<file path="src/rtl/call_meter_mc.sv">
// Multi-channel prepaid call billing meter: per-line IDLE/ACTIVE/CUT FSM with
// minute timer, balance deduction, low-balance warning and forced cut-off.
// Optional CALL_METER_DISCOUNT_EN adds a per-line half-rate `discount` input.
module call_meter_mc #(
    parameter int CH            = 4,
    parameter int TIME_W        = 9,
    parameter int MONEY_W       = 11,
    parameter int TICKS_PER_MIN = 600,
    parameter int RATE_T1       = 1,
    parameter int RATE_T2       = 3,
    parameter int RATE_T3       = 6,
    parameter int WARN_LEVEL    = 10
) (
    input  logic                    clk,
    input  logic                    rst_n,
    input  logic [CH-1:0]           calling,
    input  logic [2*CH-1:0]         call_type,
`ifdef CALL_METER_DISCOUNT_EN
    input  logic [CH-1:0]           discount,
`endif
    input  logic                    load_en,
    input  logic [$clog2(CH)-1:0]   load_ch,
    input  logic [MONEY_W-1:0]      load_val,
    output logic [CH*TIME_W-1:0]    outtime,
    output logic [CH*MONEY_W-1:0]   outmoney,
    output logic [CH-1:0]           write,
    output logic [CH-1:0]           warn,
    output logic [CH-1:0]           cut
);

    localparam int TICK_W = (TICKS_PER_MIN > 2) ? $clog2(TICKS_PER_MIN) : 1;
    localparam logic [TICK_W-1:0]  TICK_LAST = TICK_W'(TICKS_PER_MIN - 1);
    localparam logic [MONEY_W-1:0] R1   = MONEY_W'(RATE_T1);
    localparam logic [MONEY_W-1:0] R2   = MONEY_W'(RATE_T2);
    localparam logic [MONEY_W-1:0] R3   = MONEY_W'(RATE_T3);
    localparam logic [MONEY_W-1:0] WARN = MONEY_W'(WARN_LEVEL);

    typedef enum logic [1:0] {IDLE, ACTIVE, CUT} state_t;

    for (genvar i = 0; i < CH; i++) begin : g_line
        state_t               state, state_nx;
        logic [MONEY_W-1:0]   rate, rate_nx, money, money_nx, type_rate;
        logic [TIME_W-1:0]    mins, mins_nx;
        logic [TICK_W-1:0]    tick, tick_nx;
        logic                 write_q, write_nx, warn_q, warn_nx, cut_q;
        logic                 load_hit;

        // load_ch values at or above CH can never equal a line index, so they drop out here
        assign load_hit = load_en && (32'(load_ch) == i);

        always_comb begin
            type_rate = '0;
            case (call_type[2*i +: 2])
                2'b01:   type_rate = R1;
                2'b10:   type_rate = R2;
                2'b11:   type_rate = R3;
                default: type_rate = '0;
            endcase
`ifdef CALL_METER_DISCOUNT_EN
            if (discount[i])
                type_rate = type_rate >> 1;
`endif
        end

        always_comb begin
            state_nx = state;
            rate_nx  = rate;
            money_nx = money;
            mins_nx  = mins;
            tick_nx  = tick;
            write_nx = 1'b0;
            case (state)
                IDLE: begin
                    // a load takes priority; the still-high calling level starts the call next cycle
                    if (load_hit) begin
                        money_nx = load_val;
                    end else if (calling[i]) begin
                        rate_nx = type_rate;
                        mins_nx = '0;
                        tick_nx = '0;
                        if (money >= type_rate) begin
                            money_nx = money - type_rate;
                            state_nx = ACTIVE;
                        end else begin
                            state_nx = CUT;
                        end
                    end
                end
                ACTIVE: begin
                    if (!calling[i]) begin
                        write_nx = 1'b1;
                        state_nx = IDLE;
                    end else if (tick == TICK_LAST) begin
                        tick_nx = '0;
                        if (mins != '1)
                            mins_nx = mins + 1'b1;
                        if (money >= rate)
                            money_nx = money - rate;
                        else
                            state_nx = CUT;
                    end else begin
                        tick_nx = tick + 1'b1;
                    end
                end
                CUT: begin
                    if (!calling[i]) begin
                        write_nx = 1'b1;
                        state_nx = IDLE;
                    end
                end
                default: state_nx = IDLE;
            endcase
            warn_nx = (state_nx == ACTIVE) && (money_nx < WARN);
        end

        always_ff @(posedge clk or negedge rst_n) begin
            if (!rst_n)
                state <= IDLE;
            else
                state <= state_nx;
        end

        // cut is registered from the next state so it shares the state's timing
        always_ff @(posedge clk or negedge rst_n) begin
            if (!rst_n) begin
                rate    <= '0;
                money   <= '0;
                mins    <= '0;
                tick    <= '0;
                write_q <= 1'b0;
                warn_q  <= 1'b0;
                cut_q   <= 1'b0;
            end else begin
                rate    <= rate_nx;
                money   <= money_nx;
                mins    <= mins_nx;
                tick    <= tick_nx;
                write_q <= write_nx;
                warn_q  <= warn_nx;
                cut_q   <= (state_nx == CUT);
            end
        end

        assign outtime[i*TIME_W +: TIME_W]    = mins;
        assign outmoney[i*MONEY_W +: MONEY_W] = money;
        assign write[i] = write_q;
        assign warn[i]  = warn_q;
        assign cut[i]   = cut_q;
    end

endmodule

</file>
<file path="config.mk">
export PLATFORM = sky130hd
export DESIGN_NAME = call_meter_mc
export DESIGN_NICKNAME = d
export VERILOG_FILES = /design/src/rtl/call_meter_mc.sv
export SDC_FILE = /design/constraint.sdc
export NUM_CORES = 1
export LEC_CHECK = 0
export BUFFER_PORTS_ARGS = -buffer_cell sky130_fd_sc_hd__buf_2
export CORE_MARGIN = 3
export CORE_UTILIZATION = 50
export DETAILED_ROUTE_END_ITERATION = 8
export PLACE_DENSITY = 0.7
export SLEW_MARGIN = 5
export SYNTH_ARGS = -nofsm -noshare
export SYNTH_HDL_FRONTEND = slang
export SYNTH_SLANG_ARGS = --single-unit
</file>
<file path="constraint.sdc">
create_clock -name clk -period 4.12 [get_ports clk]
set_input_delay 0.824 -clock clk [delete_from_list [all_inputs] [get_ports clk]]
set_output_delay 0.824 -clock clk [all_outputs]
set_load 0.02 [all_outputs]
</file>
==> key figures <==
Flow run
  – Max_cap viols: 0

Placement
  – Final GP Congestion: 0.939
  – Placed Instances: 1625
  – # port buffers: 119
  – Worst slack, placed: 0.179 ns
  – DP HPWL: 21.6 mm

Timing
  – Final Skew: 0.0108 ns
  – Least-Margin Pin Slew: 0.823 ns
  – Fin crit share: 88.6%
  – Final Hold Viols: 0
  – Worst slew margin: 44.3%
  – Slew Viols, Final: 0
  – WHS: 0.413 ns
  – Min Tclk post-route: 3.65 ns
  – TNS Setup: 0 ns
  – Final Setup Violations: 0
  – Setup WS post-layout: 0.472 ns
  – RSZ-0062 raised after global routing: no
  – Maximum operating frequency: 274 MHz

Floorplan
  – Die Y: 153 um
  – I/O pin count: 120
  – Core Rows: 53
  – Effective utilization at floorplan: 51.2%
  – Core Region: 21100 um2
  – DIE AREA: 23400 um2
  – Die width: 153 um

Worst setup path
  – Worst stage delay on the critical path: 0.56 ns
  – Reg2reg end: g_line[2].warn_q
  – Most used cell, CP: inv_1
  – CP required: 4.44 ns
  – Crit path launch type: flop
  – Cells on worst reg2reg path: 11
  – Setup Crit Path Kind: flop to flop
  – Critical Path Sink Type: flop
  – CP Cell Sequence: inv_1 -> ha_1 -> inv_1 -> fa_1 -> a211oi_1 -> o311ai_2 -> or3_1 -> and3_1 -> or3_4 -> or4b_4 -> a2111oi_4
  – Crit Path Max Fanout: 5
  – Worst r2r src: g_line[2].money[0]
  – Critical path's slowest cell: or4b_4
  – R2R setup slack: 0.47 ns
  – WP data arrival: 3.97 ns

Clocking
  – CTS root buf: clkbuf_16
  – Depth of the CTS H-tree: 4
  – CTS tree: built
  – CTS-repair resized insts: 0
  – CTS sink cnt: 152
  – Max Buffers Root-to-Sink: 2
  – Clock transition at the registers of the reported paths: 0.06 ns
  – CTS buffer count: 17
  – Setup repair bufs after CTS: 0
  – Post-CTS Hold Buffers: 0
  – Clock Latency Late Sink: 0.43 ns

Logic synthesis
  – Number of synthesized flops with an enable pin: 0
  – Yosys cell types: 85
  – Post-synthesis cell count: 1273
  – Most instantiated cells after synthesis: dfrtp_1, nand2_1, nor2_1, o21ai_0, inv_1
  – Ys Warns: 0
  – Synth Register Bits: 152
  – Main flop type after synthesis: dfrtp_1
  – Seq/Total Area, Yosys: 35.2%
  – Synth top area share: 35.2%
  – Asr flop ratio synth: 100%
  – Synth area leader: dfrtp_1
  – Top-count cell post-synth: dfrtp_1
  – Mapped cell area: 10800 um2
  – Synth area leaders: dfrtp_1, ha_1, nand2_1
  – Synthesized net count: 1369
  – Mean Syn Cell Area: 8.48 um2

Finish
  – Nets: 1465
  – Area delta synth->final: 13.6%
  – Fin util: 58.1%
  – Layout cell share with drive strength beyond 1: 14.0%
  – Cell Count, Final, Fillers Out: 1657

Global routing
  – Initial antenna violation count: 3
  – Gr ovfl total: 0
  – Largest net degree at the start of global routing: 76
  – First-pass GRT wire length: 48.1 mm
  – Overall routing resource usage: 24.8%
  – Vias in the first global route: 9257

Route
  – Number of iterations in the first detailed-routing pass: 5
  – DRC: 0
  – Vias: 10.1k
  – DRT iter0 DRCs: 892
  – WL final: 29.2 mm
  – Wirelength per Cell: 17.6 um
  – Post-DRT Antenna Nets: 0
  – Vias per cell: 6.09

Power
  – Worst IR Drop VDD: 0.000341 V
  – Pwr Density: 690 nW/um2
  – Leakage Power: 5.58 nW

Run status
  – Status: complete, no violations

Hold path
  – Worst Hold Class: primary input to async pin
==> kinds of logic (layout without fill, tap and decap cells) <==
group / after synthesis / count (layout) / share of synthesized area (%)
and+or+nand+nor: 554 / 554 / 26.8
AOI/OAI and AO/OA: 294 / 294 / 18.4
DFF: 152 / 152 / 35.2
buffers and inverters: 133 / 241 / 5.05
adders and majority gates: 68 / 68 / 8.44
xor gates and xnor gates: 56 / 56 / 4.54
muxes: 16 / 16 / 1.53
other: 0 / 1 / 0
==> final cells by class <==
type                            instances  area, um2
Fill cell                            1939       8830
Multi-Input combinational cell        988       6440
Sequential cell                       152       3800
Timing Repair Buffer                  143        782
Clock buffer                           19        443
Tap cell                              275        344
Inverter                               67        251
Clock inverter                         12        189
Antenna cell                            1       2.50
==> how the worst max path moves through the flow <==
stage	startpoint	end	slack, ns	depth (start not counted)
after floorplan	call_type[4]	g_line[2].warn_q	0.46	14
after global placement	call_type[4]	g_line[2].warn_q	0.24	15
after detailed placement	call_type[4]	g_line[2].warn_q	0.18	13
after CTS	g_line[2].money[0]	g_line[2].warn_q	0.48	11
after global routing	g_line[2].money[0]	g_line[2].warn_q	0.30	11
final	g_line[2].money[0]	g_line[2].warn_q	0.47	11
==> cells in the final DEF (no fill, tap or decap), drive strengths merged, types with 6 or more instances in the layout <==
cell,count
dfrtp,152
buf,143
nand2,138
nor2,114
o21ai,89
inv,71
nand3,64
ha,60
a21oi,51
xor2,39
nand4,33
nor3,30
and3,27
o211ai,19
clkbuf,19
or3,18
nor4,18
nor2b,17
xnor2,17
or4,16
a31oi,16
nand2b,15
o31ai,14
mux2i,12
a21o,12
and2,12
a211oi,11
a22o,10
nand3b,9
nor3b,8
fa,8
o21a,7
and4,6
a211o,6
o311ai,6
==> stage by stage <==
stage               power [mW]  area, um2
finish                    8.45      12300
global route              9.10      12300
CTS                       8.45      12300
detailed placement        6.72      11600
global placement          6.65      11600
floorplan                 5.47      10800
==> flip-flops by register name, indices dropped and copies added (netlist names) <==
signal,flops
g_line.cut_q,4
g_line.mins,36
g_line.money,44
g_line.rate,12
g_line.state,8
g_line.tick,40
g_line.warn_q,4
g_line.write_q,4
==> power breakdown <==
group | switching (mW) | internal, mW | leakage (nW)
Sequential | 0.651 | 1.91 | 1.95
Clock | 0.660 | 1.04 | 0.305
Combinational | 2.58 | 1.62 | 3.32
Total | 3.89 | 4.57 | 5.58
==> per-layer routing <==
layer	track usage (%)	vias up	part of all wire [%]
li1	-	4822	-
met1	35.0	4778	45
met2	38.2	412	45
met3	4.47	70	7.4
met4	9.29	4	3.1
met5	0	-	0.093
==> worst max-delay path: cells and delay by family, from the launching register on <==
family / cells / cell delay [ns]
buf+inv: 2 / 0.16
simple gates: 4 / 1.50
flops: 1 / 0.38
fa+ha+maj: 2 / 0.60
compound gates: 3 / 0.91
No activity file was read; power rests on OpenSTA's default activity.
